--- src/rtl/prim_gate_en_ctrl_pkg.sv ---
// Shared types and helpers for the gate-enable controller.
//   gate_state_e : controller FSM state, explicit 2-bit encodings
//   cnt_width()  : width of the settle/idle counter for a given pair of cycle counts
package prim_gate_pkg;

  typedef enum logic [1:0] {
    StDisabled = 2'b00,
    StEnSettle = 2'b01,
    StEnabled  = 2'b10,
    StDisWait  = 2'b11
  } gate_state_e;

  // Counter must hold values up to max(a, b); one extra code keeps $clog2 >= 1.
  function automatic int cnt_width(int a, int b);
    int m;
    m = (a > b) ? a : b;
    return $clog2(m + 1);
  endfunction

endpackage

--- src/rtl/prim_gate_en_ctrl_if.sv ---
// Request/status bundle between a requester and prim_gate_en_ctrl.
//   req, en_req   : request valid and requested state (1 = enable, 0 = disable)
//   ready         : request accepted when req & ready
//   idle          : downstream datapath quiescent
//   mask          : Width-bit AND-gate operand, all-ones or all-zeros
//   en_status     : current gate state
//   ack           : one-cycle completion pulse
//   busy          : controller is mid-transition
interface prim_gate_en_ctrl_if #(
  parameter int unsigned Width = 1
) ();

  logic             req;
  logic             en_req;
  logic             ready;
  logic             idle;
  logic [Width-1:0] mask;
  logic             en_status;
  logic             ack;
  logic             busy;

  // Requester side.
  modport master (
    output req,
    output en_req,
    output idle,
    input  ready,
    input  mask,
    input  en_status,
    input  ack,
    input  busy
  );

  // Controller side.
  modport slave (
    input  req,
    input  en_req,
    input  idle,
    output ready,
    output mask,
    output en_status,
    output ack,
    output busy
  );

endinterface

--- src/rtl/prim_gate_en_ctrl.sv ---
// Gate-enable controller: produces the mask operand for a 2-input AND gating primitive.
// Enable requests raise the mask SettleCycles after acceptance; disable requests drop it
// once the datapath has been idle for IdleCycles consecutive cycles. Each accepted request
// completes with a one-cycle ack pulse.
// Ports:
//   clk_i   : clock
//   rst_ni  : synchronous active-low reset
//   gate_if : slave side of prim_gate_en_ctrl_if (req/en_req/ready/idle/mask/en_status/ack/busy)
module prim_gate_en_ctrl
  import prim_gate_pkg::*;
#(
  parameter int unsigned Width        = 1,
  parameter int unsigned SettleCycles = 2,
  parameter int unsigned IdleCycles   = 4
) (
  input  logic                clk_i,
  input  logic                rst_ni,
  prim_gate_en_ctrl_if.slave  gate_if
);

  localparam int CntW = cnt_width(int'(SettleCycles), int'(IdleCycles));

  localparam logic [CntW-1:0] SettleLast = CntW'(SettleCycles - 1);
  localparam logic [CntW-1:0] IdleLast   = CntW'(IdleCycles - 1);

  gate_state_e     r_state;
  gate_state_e     w_state_next;
  logic [CntW-1:0] r_cnt;
  logic [CntW-1:0] w_cnt_next;
  logic            r_en;
  logic            w_en_next;
  logic            r_ack;
  logic            w_ack_next;
  logic            w_ready;
  logic            w_busy;
  logic            w_accept;

  assign w_ready  = (r_state == StDisabled) || (r_state == StEnabled);
  assign w_busy   = (r_state == StEnSettle) || (r_state == StDisWait);
  assign w_accept = gate_if.req && w_ready;

  always_comb begin
    w_state_next = r_state;
    w_cnt_next   = r_cnt;
    w_en_next    = r_en;
    w_ack_next   = 1'b0;

    unique case (r_state)
      StDisabled: begin
        if (w_accept) begin
          if (gate_if.en_req) begin
            w_state_next = StEnSettle;
            w_cnt_next   = '0;
          end else begin
            // Already disabled: complete immediately.
            w_ack_next = 1'b1;
          end
        end
      end

      StEnSettle: begin
        if (r_cnt == SettleLast) begin
          w_state_next = StEnabled;
          w_cnt_next   = '0;
          w_en_next    = 1'b1;
          w_ack_next   = 1'b1;
        end else begin
          w_cnt_next = r_cnt + CntW'(1);
        end
      end

      StEnabled: begin
        if (w_accept) begin
          if (!gate_if.en_req) begin
            w_state_next = StDisWait;
            w_cnt_next   = '0;
          end else begin
            // Already enabled: complete immediately.
            w_ack_next = 1'b1;
          end
        end
      end

      StDisWait: begin
        if (!gate_if.idle) begin
          // Idle run must be consecutive; any busy cycle restarts it.
          w_cnt_next = '0;
        end else if (r_cnt == IdleLast) begin
          w_state_next = StDisabled;
          w_cnt_next   = '0;
          w_en_next    = 1'b0;
          w_ack_next   = 1'b1;
        end else begin
          w_cnt_next = r_cnt + CntW'(1);
        end
      end

      default: begin
        w_state_next = StDisabled;
        w_cnt_next   = '0;
        w_en_next    = 1'b0;
      end
    endcase
  end

  always_ff @(posedge clk_i) begin
    if (!rst_ni) begin
      r_state <= StDisabled;
      r_cnt   <= '0;
      r_en    <= 1'b0;
      r_ack   <= 1'b0;
    end else begin
      r_state <= w_state_next;
      r_cnt   <= w_cnt_next;
      r_en    <= w_en_next;
      r_ack   <= w_ack_next;
    end
  end

  // Mask is a pure fan-out of the r_en flop, so it cannot glitch.
  assign gate_if.mask      = {Width{r_en}};
  assign gate_if.en_status = r_en;
  assign gate_if.ack       = r_ack;
  assign gate_if.ready     = w_ready;
  assign gate_if.busy      = w_busy;

  ack_single_pulse_a: assert property (@(posedge clk_i) disable iff (!rst_ni)
    gate_if.ack |=> !gate_if.ack);

  mask_all_equal_a: assert property (@(posedge clk_i)
    gate_if.mask == {Width{gate_if.mask[0]}});

  ready_not_busy_a: assert property (@(posedge clk_i)
    gate_if.ready == !gate_if.busy);

endmodule

--- src/flat_wrapper.sv ---
// flat-port wrapper written by rule: the top's interface ports become plain ports
module prim_gate_en_ctrl_flat import prim_gate_pkg::*;
#(
  parameter int unsigned Width        = 1,
  parameter int unsigned SettleCycles = 2,
  parameter int unsigned IdleCycles   = 4
)
  (clk_i, rst_ni, gate_if_req, gate_if_en_req, gate_if_idle, gate_if_ready, gate_if_mask, gate_if_en_status, gate_if_ack, gate_if_busy);
  prim_gate_en_ctrl_if #(.Width(Width)) gate_if_i ();
  input  logic clk_i;
  input  logic rst_ni;
  input wire logic [$bits(gate_if_i.req)-1:0] gate_if_req;
  input wire logic [$bits(gate_if_i.en_req)-1:0] gate_if_en_req;
  input wire logic [$bits(gate_if_i.idle)-1:0] gate_if_idle;
  output wire logic [$bits(gate_if_i.ready)-1:0] gate_if_ready;
  output wire logic [$bits(gate_if_i.mask)-1:0] gate_if_mask;
  output wire logic [$bits(gate_if_i.en_status)-1:0] gate_if_en_status;
  output wire logic [$bits(gate_if_i.ack)-1:0] gate_if_ack;
  output wire logic [$bits(gate_if_i.busy)-1:0] gate_if_busy;
  assign gate_if_i.req = gate_if_req;
  assign gate_if_i.en_req = gate_if_en_req;
  assign gate_if_i.idle = gate_if_idle;
  assign gate_if_ready = gate_if_i.ready;
  assign gate_if_mask = gate_if_i.mask;
  assign gate_if_en_status = gate_if_i.en_status;
  assign gate_if_ack = gate_if_i.ack;
  assign gate_if_busy = gate_if_i.busy;
  prim_gate_en_ctrl #(.Width(Width), .SettleCycles(SettleCycles), .IdleCycles(IdleCycles)) u_core (.clk_i(clk_i), .rst_ni(rst_ni), .gate_if(gate_if_i));
endmodule
--- config.mk ---
export PLATFORM = sky130hd
export DESIGN_NAME = prim_gate_en_ctrl_flat
export DESIGN_NICKNAME = d
export VERILOG_FILES = /design/src/rtl/prim_gate_en_ctrl_pkg.sv /design/src/rtl/prim_gate_en_ctrl_if.sv /design/src/rtl/prim_gate_en_ctrl.sv /design/src/flat_wrapper.sv
export SDC_FILE = /design/constraint.sdc
export NUM_CORES = 1
export LEC_CHECK = 0
export ABC_AREA = 1
export BUFFER_PORTS_ARGS = -buffer_cell sky130_fd_sc_hd__buf_2
export CAP_MARGIN = 10
export CORE_AREA = 4 4 41 43
export CTS_CLUSTER_DIAMETER = 30
export DETAILED_ROUTE_END_ITERATION = 8
export DIE_AREA = 0 0 45 47
export HOLD_SLACK_MARGIN = 0.06
export PLACE_DENSITY_LB_ADDON = 0.25
export SETUP_SLACK_MARGIN = 0.3
export SLEW_MARGIN = 10
export SYNTH_ARGS = -nofsm -noshare
export SYNTH_HDL_FRONTEND = slang
export SYNTH_SLANG_ARGS = --single-unit
export TNS_END_PERCENT = 5
--- constraint.sdc ---
create_clock -name clk_i -period 2.1 [get_ports clk_i]
set_input_delay 0.21 -clock clk_i [delete_from_list [all_inputs] [get_ports clk_i]]
set_output_delay 0.21 -clock clk_i [all_outputs]
set_load 0.02 [all_outputs]
## After elaboration in Yosys (flattened, before gate mapping)

Index checks and enable logic that the tools add are counted.

- Register bits after elaboration: 7
- Output and inout bits: 5
- Bits of input ports: 5
- Word-level logic and storage cells: 53

- Equal/unequal tests: 12
- Multiplexer cells: 28
- Add/subtract/negate cells: 1
- Reductions and logical operators: 8

Operator list:

| cell | number |
|---|---|
| $mux W3 | 7 |
| $mux W2 | 7 |
| $pmux W3 S4 | 1 |
| $mux W1 | 10 |
| $ne A2 B2 Y1 const B | 5 |
| $pmux W2 S4 | 1 |
| $reduce_and A4 Y1 | 2 |
| $reduce_and A7 Y1 | 1 |
| $eq A2 B2 Y1 const B | 2 |
| $ne A2 B1 Y1 const B | 2 |
| $pmux W1 S4 | 1 |
| $add A3 B1 Y3 const B | 1 |
| $eq A3 B1 Y1 const B | 1 |
| $eq A3 B2 Y1 const B | 1 |
| $eq A2 B1 Y1 const B | 1 |
| $logic_not A2 Y1 | 1 |
| $logic_or A1 B1 Y1 | 2 |
| $pmux W1 S2 | 1 |
| $reduce_bool A2 Y1 | 1 |
| $logic_and A1 B1 Y1 | 1 |

## Logic depth before layout (Yosys ltp)

- Word-level depth: 5
- Mapped depth: 9
- Gate-level depth less buffers: 9

## Least setup slack after synthesis

OpenSTA, ideal clock, no wires.

- Path type: register -> register
- Start point: register u_core.r_state[0]
- End point: register u_core.r_state[0]
- Cell stages (with the launch flop): 10
- Slack: 839 ps
- Arrival: 1,198 ps
- Buffers on the path: 0
- Cells stage by stage: dfxtp_1 inv_1 ha_1 nor2_2 inv_2 nand2_2 nand2_2 nor2_2 nor2_1 nor2_1

- Longest elaborated chain between the ends: 5
- Elaborated cells between the ends (all ways): 15

Ends and longest elaborated chain:

| what | line | RTL |
|---|---|---|
| from (decl) | prim_gate_en_ctrl.sv:26 | `gate_state_e r_state;` |
| from (signal assigned) | prim_gate_en_ctrl.sv:108 | `r_state <= StDisabled;` |
| from (signal assigned) | prim_gate_en_ctrl.sv:113 | `r_state <= w_state_next;` |
| $eq A2 B2 Y1 or $logic_not A2 Y1 (tied branches) | prim_gate_en_ctrl.sv:38 | `assign w_ready = (r_state == StDisabled) \|\| (r_state == StEnabled);` |
| $logic_or A1 B1 Y1 * | prim_gate_en_ctrl.sv:38 |  |
| named net gate_if_ready | flat_wrapper.sv:15 | `output wire logic [$bits(gate_if_i.ready)-1:0] gate_if_ready;` |
| $logic_and A1 B1 Y1 * | prim_gate_en_ctrl.sv:40 | `assign w_accept = gate_if.req && w_ready;` |
| $ne A2 B1 Y1 (no source line) | - |  |
| $reduce_and A7 Y1 (no source line) * | - |  |

The timed path passes the listed nets; every way through them passes the cells marked *.
A chain may end at the register's enable or synchronous reset.

## Worst setup path in the final report

- Start point: register u_core.r_state[0]
- End point: output gate_if_ready

- Longest elaborated chain between the ends: 2
- Elaborated cells between the ends (all ways): 3

Ends and longest elaborated chain:

| what | line |
|---|---|
| $eq A2 B2 Y1 or $logic_not A2 Y1 (tied branches) | prim_gate_en_ctrl.sv:38 |
| $logic_or A1 B1 Y1 * | prim_gate_en_ctrl.sv:38 |
| to (decl) | flat_wrapper.sv:15 |

Mark *: on every way between the ends. The rest lies on a longest branch, timed or not.

==> metrics <==
CP max FO 4; worst setup margin 0.565 ns; worst vdd ir 0.000584 V; Routed Antenna Nets 0; Die ar. 0.00212 mm2; P&R area growth vs syn 15.7%; Net Count, Synth ~90; # setup viols final 0; HPWL after DPL 848 um; final std cells w/o fill roughly 110; Final Hold Vio Count 0; post-placement cell count 102; CP Capture Type output pin; TritonCTS buffer count 3; sequential share of the synthesized area a little over a quarter; Via density between 4 and 5; post-synth top area cell dfxtp_1; Layout Nets 105; Synth top area share a little over a quarter; Tot GR Track Use 11.2%; max-cap violation count 0; Post-Synth Adder-Cell Area 18.7%; Post-Synth XOR/XNOR Area 0%; Max-slew headroom 87.0%; multiplexer share of the synthesized area 0%; vias 492; CTS tree yes; H-tree lvl count 1; first-pass GRT wire length approximately 1.7 mm; synth unique cells 15; crit path DAT 1.33 ns; max incr delay on CP 0.38 ns; Row Count 13; Worst Hold Class input port to register; initial DRC count 6; Port Buffers 9; Clock transition at path regs 0.06 ns; most frequent cells in the layout nand2_1, inv_1, buf_2, ha_1; grt total ovfl 0; CP delay by family, top flip-flops; Worst-Margin Slew slightly below 0.2 ns; Simple-Gate Fraction of Synth Area between 30 and 40%; # Post-CTS Setup Buffers 0; Die Y ~47 um; initial core utilization 41.1%; largest cells by area after synthesis dfxtp_1, ha_1, nand2_1; Residual DRC 0; total routed wirelength 977 um; fin crit period 1.54 ns; n_diodes 0; final clock skew 0.00778 ns; largest net degree at the start of global routing 6; RePlAce Congestion 0.773; Root Buffer clkbuf_4; antenna violations before repair 0; Leak Pwr 0.313 nW; power consumption 0.699 mW; CP required ~1.9 ns; fin area 618 um2; Synth Area in Compound Gates under 10%; pwr dens about 1100 mW/mm2; ratio of cells with drive above 1 in the final layout 24.2%; synthesized area 534 um2; Max Slew Vio Count 0; largest family of logic cells by synthesized area simple AND/OR/NAND/NOR gates; die width 45 um; Mapped Cells 79; Avg WL per Cell 9.22 um; Boundary Pins 10; slowest cell on the critical path dfxtp_1; Clk Latency, worst-skew pair 0.26 ns; most common cell after layout, fill and taps aside nand2_1; Core Box Area 0.00130 mm2; Synth Register Bits 7; Synth Area per Inst 6.76 um2; CTS Sinks 7; CP Buf/Inv Count 3; vias in the first global route 435; outcome completed; Hold Buf Count CTS 0; Syn. warnings 0; worst-path cell chain inv_1, ha_1, nor2_2, inv_2, buf_2; Area after DPL 591 um2; final period utilization 73.1%; critical path class register to output pin; pre-CTS WS 0.725 ns; CTS Buffer Depth 2; Post-Route Setup TNS 0 ns; DRT Pass-1 Iters 4; CTS resizes 0; f_max 0.651 GHz; type of origin of the critical path register; RSZ-0062 raised after global routing no
-- cells by family after synthesis --
family	count (synthesis)
AO/OA/AOI/OAI	6
AND/OR/NAND/NOR	40
flip-flops	7
buffers and inverters	18
adder cells (fa/ha/maj)	8
-- stage by stage --
step / hold slack [ns] / utilization [%]
after detailed placement: 0.460 / 45.4
final: 0.183 / 47.5
after CTS: 0.176 / 47.5
after global routing: 0.174 / 47.5
after global placement: 0.457 / 45.4
after floorplan: 0.331 / -
-- final timing paths --
kind / start / to / slack, ns / depth (start not counted)
hold / removal: rst_ni / u_core.r_state[0]$_SDFFE_PN0P_ / 0.18 / 3
hold reg to reg: u_core.gate_if.en_status$_SDFFE_PN0P_ / u_core.gate_if.en_status$_SDFFE_PN0P_ / 0.47 / 2
setup / recovery: u_core.r_state[0]$_SDFFE_PN0P_ / gate_if_ready / 0.56 / 5
setup reg to reg: u_core.r_state[0]$_SDFFE_PN0P_ / u_core.r_state[0]$_SDFFE_PN0P_ / 0.73 / 8
-- tightest hold or removal path, delay by kind of cell --
family / cells / cell delay, ns
buf+inv: 1 / 0.11
simple gates: 2 / 0.08
-- cells in the mapped netlist --
| master | count |
|---|---|
| buf_4 | 1 |
| o22ai_1 | 1 |
| nor2_4 | 1 |
| nor2_2 | 2 |
| nand2_1 | 17 |
| inv_1 | 15 |
| nand2_2 | 4 |
| dfxtp_1 | 7 |
| nand3b_1 | 2 |
| ha_1 | 8 |
| inv_2 | 2 |
| nor2_1 | 6 |
| nand3_1 | 7 |
| nand4_1 | 1 |
| a21oi_1 | 5 |
-- routing by layer --
metal  up-vias  routed length (um)  global-route usage [%]
met2         8                 479                    18.6
li1        266                   -                       -
met1       218                 431                    11.9
met4         0                   0                    3.51
met3         0                  66                    6.90
met5         -                   0                       0
-- cell type report --
cell class                      instances  area (um2)
Tap cell                               15        18.8
Timing Repair Buffer                    9        45.0
Clock buffer                            3        22.5
Sequential cell                         7         140
Fill cell                             142         683
Multi-Input combinational cell         54         323
Inverter                               17        63.8
Clock inverter                          1        5.00
-- flip-flops by register name, indices dropped and copies added (netlist names) --
signal and flops:
u_core.r_cnt 3, u_core.gate_if.en_status 1, u_core.gate_if.ack 1, u_core.r_state 2
-- report_power, final --
group | switching [mW] | leakage, nW | total (mW) | internal (mW)
Sequential | 0.0231 | 0.0570 | 0.182 | 0.159
Clock | 0.0555 | 0.0177 | 0.125 | 0.0699
Combinational | 0.255 | 0.238 | 0.392 | 0.137
(Power assumes the default switching activity.)
